$ cat config.mk
export PLATFORM = sky130hd
export DESIGN_NAME = seg7_scan_mux
export DESIGN_NICKNAME = d
export VERILOG_FILES = /design/src/rtl/seg7_pkg.sv /design/src/rtl/hex7seg_decode.sv /design/src/rtl/seg7_scan_mux.sv
export SDC_FILE = /design/constraint.sdc
export NUM_CORES = 1
export LEC_CHECK = 0
export CAP_MARGIN = 5
export CORE_UTILIZATION = 53
export DETAILED_ROUTE_END_ITERATION = 6
export GPL_TIMING_DRIVEN = 0
export PLACE_DENSITY = 0.8
export SLEW_MARGIN = 0
export SYNTH_ARGS = -nofsm -noshare
export SYNTH_HDL_FRONTEND = slang
export SYNTH_SLANG_ARGS = --single-unit
$ cat constraint.sdc
create_clock -name CLK100MHZ -period 3 [get_ports CLK100MHZ]
set_input_delay 0.6 -clock CLK100MHZ [delete_from_list [all_inputs] [get_ports CLK100MHZ]]
set_output_delay 0.6 -clock CLK100MHZ [all_outputs]
set_load 0.01 [all_outputs]
$ cat src/rtl/seg7_pkg.sv
`default_nettype none
// +--------------------------------------------------------------------------+
// | Module   : seg7_pkg                                                      |
// | Purpose  : Shared constants for the 7-segment scan driver: the 0-F       |
// |            glyph table (active-HIGH, bit order {g,f,e,d,c,b,a}) and the  |
// |            all-segments-off pattern.                                     |
// | Revision : 1.0  initial release                                          |
// +--------------------------------------------------------------------------+
package seg7_pkg;

    localparam logic [6:0] SEG_HEX [16] = '{
        7'h3F,  // 0
        7'h06,  // 1
        7'h5B,  // 2
        7'h4F,  // 3
        7'h66,  // 4
        7'h6D,  // 5
        7'h7D,  // 6
        7'h07,  // 7
        7'h7F,  // 8
        7'h6F,  // 9
        7'h77,  // A
        7'h7C,  // b
        7'h39,  // C
        7'h5E,  // d
        7'h79,  // E
        7'h71   // F
    };

    localparam logic [6:0] SEG_BLANK = 7'h00;

endpackage : seg7_pkg
`default_nettype wire

$ cat src/rtl/hex7seg_decode.sv
`default_nettype none
// +--------------------------------------------------------------------------+
// | Module   : hex7seg_decode                                                |
// | Purpose  : Combinational 4-bit hex to 7-segment lookup (active-HIGH).    |
// | Ports    : i_hex [3:0]  hex nibble to display                            |
// |            o_seg [6:0]  segment pattern {g,f,e,d,c,b,a}, 1 = lit         |
// | Revision : 1.0  initial release                                          |
// +--------------------------------------------------------------------------+
module hex7seg_decode
    import seg7_pkg::*;
(
    input  logic [3:0] i_hex,
    output logic [6:0] o_seg
);

    assign o_seg = SEG_HEX[i_hex];

endmodule : hex7seg_decode
`default_nettype wire

$ cat src/rtl/seg7_scan_mux.sv
`default_nettype none
// +--------------------------------------------------------------------------+
// | Module   : seg7_scan_mux                                                 |
// | Purpose  : Time-multiplexed driver for a common-anode multi-digit        |
// |            7-segment display. A prescaler divides each digit slot into   |
// |            TICK_DIV clocks; the first BLANK_CYCLES of every slot keep    |
// |            all anodes off to suppress ghosting. Inputs are snapshotted   |
// |            once per frame so a frame never shows mixed data.             |
// | Ports    : CLK100MHZ   in  system clock                                  |
// |            CPU_RESETN  in  asynchronous active-low reset                 |
// |            digits      in  packed hex values, digit i = [4i+3:4i]        |
// |            dig_en      in  per-digit enable                              |
// |            dp_in       in  per-digit decimal point                       |
// |            AN          out anode selects, active-LOW                     |
// |            CA..CG      out segments a..g, active-LOW                     |
// |            DP          out decimal point, active-LOW                     |
// |            frame_start out one-cycle pulse after the scan wraps to 0     |
// | Options  : LEADING_ZERO_BLANK_EN - blank leading zero digits             |
// | Revision : 1.0  initial release                                          |
// +--------------------------------------------------------------------------+
module seg7_scan_mux
    import seg7_pkg::*;
#(
    parameter int NUM_DIGITS   = 8,
    parameter int TICK_DIV     = 100000,
    parameter int BLANK_CYCLES = 16
) (
    input  logic                    CLK100MHZ,
    input  logic                    CPU_RESETN,
    input  logic [4*NUM_DIGITS-1:0] digits,
    input  logic [NUM_DIGITS-1:0]   dig_en,
    input  logic [NUM_DIGITS-1:0]   dp_in,
    output logic [NUM_DIGITS-1:0]   AN,
    output logic                    CA,
    output logic                    CB,
    output logic                    CC,
    output logic                    CD,
    output logic                    CE,
    output logic                    CF,
    output logic                    CG,
    output logic                    DP,
    output logic                    frame_start
);

    localparam int c_CNT_W = (TICK_DIV > 1) ? $clog2(TICK_DIV) : 1;
    localparam int c_IDX_W = (NUM_DIGITS > 1) ? $clog2(NUM_DIGITS) : 1;

    localparam logic [c_CNT_W-1:0] c_CNT_MAX = c_CNT_W'(TICK_DIV - 1);
    localparam logic [c_CNT_W-1:0] c_BLANK   = c_CNT_W'(BLANK_CYCLES);
    localparam logic [c_IDX_W-1:0] c_IDX_MAX = c_IDX_W'(NUM_DIGITS - 1);

    // ------------------------------------------------------------------
    // Prescaler and digit index
    // ------------------------------------------------------------------
    logic [c_CNT_W-1:0] r_cnt;
    logic [c_IDX_W-1:0] r_idx;
    logic               w_cnt_wrap;
    logic               w_idx_wrap;

    assign w_cnt_wrap = (r_cnt == c_CNT_MAX);
    assign w_idx_wrap = w_cnt_wrap && (r_idx == c_IDX_MAX);

    always_ff @(posedge CLK100MHZ or negedge CPU_RESETN) begin
        if (!CPU_RESETN) begin
            r_cnt <= '0;
            r_idx <= '0;
        end else if (w_cnt_wrap) begin
            r_cnt <= '0;
            r_idx <= (r_idx == c_IDX_MAX) ? '0 : r_idx + 1'b1;
        end else begin
            r_cnt <= r_cnt + 1'b1;
        end
    end

    // ------------------------------------------------------------------
    // Frame snapshot
    // The scan leaves reset already sitting at digit 0, which is the start
    // of a frame, so the inputs are also captured on the first clock after
    // reset release. Without this the whole first frame would be dark.
    // ------------------------------------------------------------------
    logic                         r_first_cycle;
    logic [NUM_DIGITS-1:0][3:0]   r_digit_snap;
    logic [NUM_DIGITS-1:0]        r_en_snap;
    logic [NUM_DIGITS-1:0]        r_dp_snap;
    logic                         w_capture;

    assign w_capture = w_idx_wrap || r_first_cycle;

    always_ff @(posedge CLK100MHZ or negedge CPU_RESETN) begin
        if (!CPU_RESETN) begin
            r_first_cycle <= 1'b1;
            r_digit_snap  <= '0;
            r_en_snap     <= '0;
            r_dp_snap     <= '0;
        end else begin
            r_first_cycle <= 1'b0;
            if (w_capture) begin
                r_digit_snap <= digits;
                r_en_snap    <= dig_en;
                r_dp_snap    <= dp_in;
            end
        end
    end

    // ------------------------------------------------------------------
    // Leading-zero blanking, evaluated on the snapshot
    // ------------------------------------------------------------------
    logic w_blank_sel;

`ifdef LEADING_ZERO_BLANK_EN
    logic [NUM_DIGITS-1:0] w_lead_blank;

    // Walk from the top digit down; disabled digits are skipped so they
    // neither start nor end the run of leading zeros. Digit 0 is excluded
    // so a zero value still shows a single 0.
    always_comb begin : lzb_scan
        logic w_zero_run;
        w_lead_blank = '0;
        w_zero_run   = 1'b1;
        for (int i = NUM_DIGITS - 1; i >= 1; i--) begin
            if (r_en_snap[i]) begin
                if (w_zero_run && (r_digit_snap[i] == 4'h0)) begin
                    w_lead_blank[i] = 1'b1;
                end else begin
                    w_zero_run = 1'b0;
                end
            end
        end
    end

    assign w_blank_sel = w_lead_blank[r_idx];
`else
    assign w_blank_sel = 1'b0;
`endif

    // ------------------------------------------------------------------
    // Digit mux and decode (single decoder after the mux)
    // ------------------------------------------------------------------
    logic [3:0] w_digit_sel;
    logic [6:0] w_seg_hex;
    logic [6:0] w_seg_next;

    assign w_digit_sel = r_digit_snap[r_idx];

    hex7seg_decode u_decode (
        .i_hex (w_digit_sel),
        .o_seg (w_seg_hex)
    );

    assign w_seg_next = w_blank_sel ? SEG_BLANK : w_seg_hex;

    // At most one anode bit is ever cleared, and only outside the
    // anti-ghost window of the slot.
    logic [NUM_DIGITS-1:0] w_an_next;

    always_comb begin
        w_an_next = '1;
        if ((r_cnt >= c_BLANK) && r_en_snap[r_idx]) begin
            w_an_next[r_idx] = 1'b0;
        end
    end

    // ------------------------------------------------------------------
    // Registered, active-LOW output stage
    // ------------------------------------------------------------------
    logic [NUM_DIGITS-1:0] r_an;
    logic [6:0]            r_seg_n;
    logic                  r_dp_n;
    logic                  r_frame_start;

    always_ff @(posedge CLK100MHZ or negedge CPU_RESETN) begin
        if (!CPU_RESETN) begin
            r_an          <= '1;
            r_seg_n       <= 7'h7F;
            r_dp_n        <= 1'b1;
            r_frame_start <= 1'b0;
        end else begin
            r_an          <= w_an_next;
            r_seg_n       <= ~w_seg_next;
            r_dp_n        <= ~r_dp_snap[r_idx];
            r_frame_start <= w_idx_wrap;
        end
    end

    assign AN          = r_an;
    assign CA          = r_seg_n[0];
    assign CB          = r_seg_n[1];
    assign CC          = r_seg_n[2];
    assign CD          = r_seg_n[3];
    assign CE          = r_seg_n[4];
    assign CF          = r_seg_n[5];
    assign CG          = r_seg_n[6];
    assign DP          = r_dp_n;
    assign frame_start = r_frame_start;

endmodule : seg7_scan_mux
`default_nettype wire
==> key figures, run 1 <==
Status
  – Outcome: finished, final reports clean

Clock tree
  – Clk slew on worst S/H paths: 0.08 ns
  – Cts bufs inserted: 9
  – Clock Tree Buf Depth: 2
  – Post-CTS Resized: 0
  – Hold Buf Count CTS: 0
  – Max H-tree Level: 3
  – CTS root buf: clkbuf_8
  – Post-CTS Setup Inserts: 0
  – TritonCTS clock tree: yes
  – Clock Latency Late Sink: 0.35 ns
  – Clock tree sinks: 86

Timing
  – Rel. slew slack: 0.573
  – Final number of max-transition violations: 0
  – Fin crit share: 0.889
  – Final setup violation count: 0
  – Fin Clk Skew: 0.0117 ns
  – Fmax: approximately 370 MHz
  – Tmin final: 2.67 ns
  – Worst slew pin tran: around 0.64 ns
  – Final hold viol count: 0
  – RSZ-0062 raised after global routing: false

Final layout
  – Total Nets Final: 440
  – Fill cells: 518
  – Commonest non-fill, non-tap cell in the layout: dfrtp_1
  – Final core occ: 0.689
  – Commonest non-fill, non-tap cells in the layout: dfrtp_1 (69), clkdlybuf4s50_1 (65), mux2_2 (31), mux2_1 (20), dfstp_2 (17)
  – Final Non-Filler Cells: 484
  – Synth-to-Final Area Change: 26.0%
  – Proportion of layout cells with a drive suffix above 1: 0.216
  – Ant diodes: 0

Routing
  – DRT antenna net count: 0
  – Detail Route met3 WL: 221 µm
  – DR top layer: met4
  – M1 WL: 3.40 mm
  – Met2 wire length: 3.68 mm
  – Routed wire per std cell: 15.4 µm
  – DR iter-0 viols: 87
  – TritonRoute pass-1 iters: 4
  – Vias per inst: 5.32
  – Vias: 2577
  – DRC Markers: 0
  – Routed WL: 7.43 mm

Yosys
  – Yosys reg bits: between 80 and 90
  – EDFF count, synth: 0
  – Netlist cell types: between 40 and 50
  – Largest area contributor in the netlist: dfrtp_1
  – Yosys top cell area share: 0.437
  – Sequential share of the synthesized area: 0.551
  – Dominant synthesized flop cell: dfrtp_1
  – Cells after Synth: 302
  – Total number of yosys warnings: 0
  – Ys async rst share: 1.00
  – Area contributors post-synth: dfrtp_1 (44%), dfstp_2 (11%), mux2_2 (8.8%), mux2_1 (5.7%), mux2i_1 (3.3%)
  – Syn_nets: 362
  – Syn Std Cell Area: 0.00395 mm²
  – Mean Syn Cell Area: 13.1 µm²

Worst setup path
  – Worst EP arrival: 2.95 ns
  – R2R Setup Slk: about 0.33 ns
  – Slowest Stage Delay on Critical Path: 0.60 ns
  – Worst R2R Start: r_idx[1]
  – Startpoint types: flip-flop
  – Worst reg-to-reg path cell count: 9
  – RR Endpoint: r_seg_n[6]
  – CP max-delay cell: a311oi_2
  – Critical path class: flip-flop to flip-flop
  – Worst Setup SP: r_idx[1]
  – Setup crit end kind: flip-flop
  – Worst path required time: 3.29 ns
  – Worst-path fanout max: 10
  – Worst setup path endpoint: r_seg_n[6]
  – CP Cell Sequence: clkbuf_1, buf_2, nand2_1, o22ai_1, a311oi_2, inv_1, ha_1, mux2_2, a22o_1

Die
  – Die H: 88.3 µm
  – Die Width: between 80 and 90 µm
  – Cell Rows: 31
  – Ports: 67
  – Core ar.: 0.00721 mm²
  – Die area: around 0.008 mm²
  – Initial Utilization: 0.547

Global route
  – Pin count of the biggest net entering global routing: 53
  – Total Routing Usage GR: 0.214
  – Initial antenna violation count: 0
  – GRT Residual Overflow: 0
  – First-pass GRT wire length: ~12 mm
  – Vias in the first global route: 2590

Min path
  – Worst hold path type: primary input to async pin

Placed design
  – Port buffer count: 66
  – Dpl hpwl: between 5 and 6 mm
  – Post-Place Cells: 468
  – Routability cong.: 0.787

Flow run
  – Max-cap check violation count: 0

Power
  – Total power per unit cell area: 506 mW/mm²
  – Leak Pwr: approximately 2.1 nW
  – Peak supply drop: 0.000280 V
sequential cells by signal, indices dropped and copies added, names as in the netlist:
| name | flops |
|---|---|
| r_idx | 3 |
| r_digit_snap | 32 |
| DP | 1 |
| AN | 8 |
| r_cnt | 17 |
| r_first_cycle | 1 |
| r_dp_snap | 8 |
| r_en_snap | 8 |
| r_seg_n | 7 |
| frame_start | 1 |
metrics by stage:
step	setup slack [ns]	setup TNS, ns	hold WS, ns	power (mW)	cell area [µm²]
after global placement	-1.62	-122.21	0.393	1.64	4730
final	0.332	0	0.193	2.52	4970
after floorplan	0.782	0	0.304	1.48	3950
after detailed placement	0.351	0	0.404	1.66	4760
after global routing	0.172	0	0.232	2.62	4970
after CTS	0.353	0	0.196	2.53	4970
cell usage after synthesis, types with 3 or more instances:
| library cell | instances |
|---|---|
| a211oi_1 | 3 |
| a22o_1 | 3 |
| a32oi_1 | 3 |
| buf_2 | 7 |
| buf_6 | 3 |
| dfrtp_1 | 69 |
| dfstp_2 | 17 |
| ha_1 | 10 |
| inv_1 | 12 |
| mux2_1 | 20 |
| mux2_2 | 31 |
| mux2i_1 | 13 |
| mux4_2 | 3 |
| nand2_1 | 12 |
| nand3_1 | 12 |
| nand4_1 | 4 |
| nor2_1 | 15 |
| nor2b_1 | 5 |
| nor3_1 | 5 |
| nor3b_1 | 3 |
| nor4_1 | 3 |
| o21ai_0 | 3 |
| xnor2_1 | 8 |
| xor2_1 | 7 |
kinds of logic after synthesis:
logic type	synth area share
other cells	0.000950
simple gates	0.0922
compound gates	0.0526
flops	0.551
mux	0.202
buf+inv	0.0364
fa+ha+maj	0.0317
xor+xnor	0.0333
worst min-delay path by stage:
stage / cells past startpoint / to / slack [ns]
after floorplan: 0 / frame_start / 0.30
after global placement: 1 / AN[5] / 0.39
after detailed placement: 1 / AN[5] / 0.40
after CTS: 1 / r_en_snap[4] / 0.20
after global routing: 1 / r_en_snap[4] / 0.23
final: 1 / r_en_snap[4] / 0.19
where the power goes:
group          total, mW  leakage [nW]  internal, mW  switching (mW)
logic              0.334         0.942         0.200           0.134
registers           1.30          1.02          1.26          0.0389
clock network      0.887         0.110         0.490           0.397
total               2.52          2.07          1.95           0.569
metal layers:
metal	global-route usage	vias to the layer above
li1	-	1221
met1	0.283	1287
met2	0.348	58
met3	0.0336	11
met4	0.101	0
met5	0	-
critical path: cells and delay by family (launching register included):
| family | cells | cell delay, ns |
|---|---|---|
| flops | 1 | 0.39 |
| simple gates | 1 | 0.13 |
| fa+ha+maj | 1 | 0.29 |
| mux | 1 | 0.28 |
| compound gates | 3 | 0.90 |
| buf+inv | 3 | 0.62 |
area by class of cell:
class,count,area [µm²],area share
Buffer,14,98.8,0.0199
Clock inverter,4,70.1,0.0141
Inverter,12,45.0,0.00906
Multi-Input combinational cell,190,1630,0.328
Sequential cell,86,2170,0.437
Clock buffer,12,145,0.0292
Tap cell,99,124,0.0249
Timing Repair Buffer,67,686,0.138
No activity file was read; power rests on OpenSTA's default activity.
==> inputs of run 2 (changes only) <==
--- a/constraint.sdc
+++ b/constraint.sdc
@@ -3,2 +3,2 @@
 set_output_delay 0.6 -clock CLK100MHZ [all_outputs]
-set_load 0.01 [all_outputs]
+set_load 0.05 [all_outputs]
==> results of run 2 <==
Same layout as run 1 (identical final DEF). Status: finished, final reports clean.
Main changes from that run: total power 2.52 mW -> 2.58 mW; worst IR drop on VDD 0.000280 V -> 0.000281 V
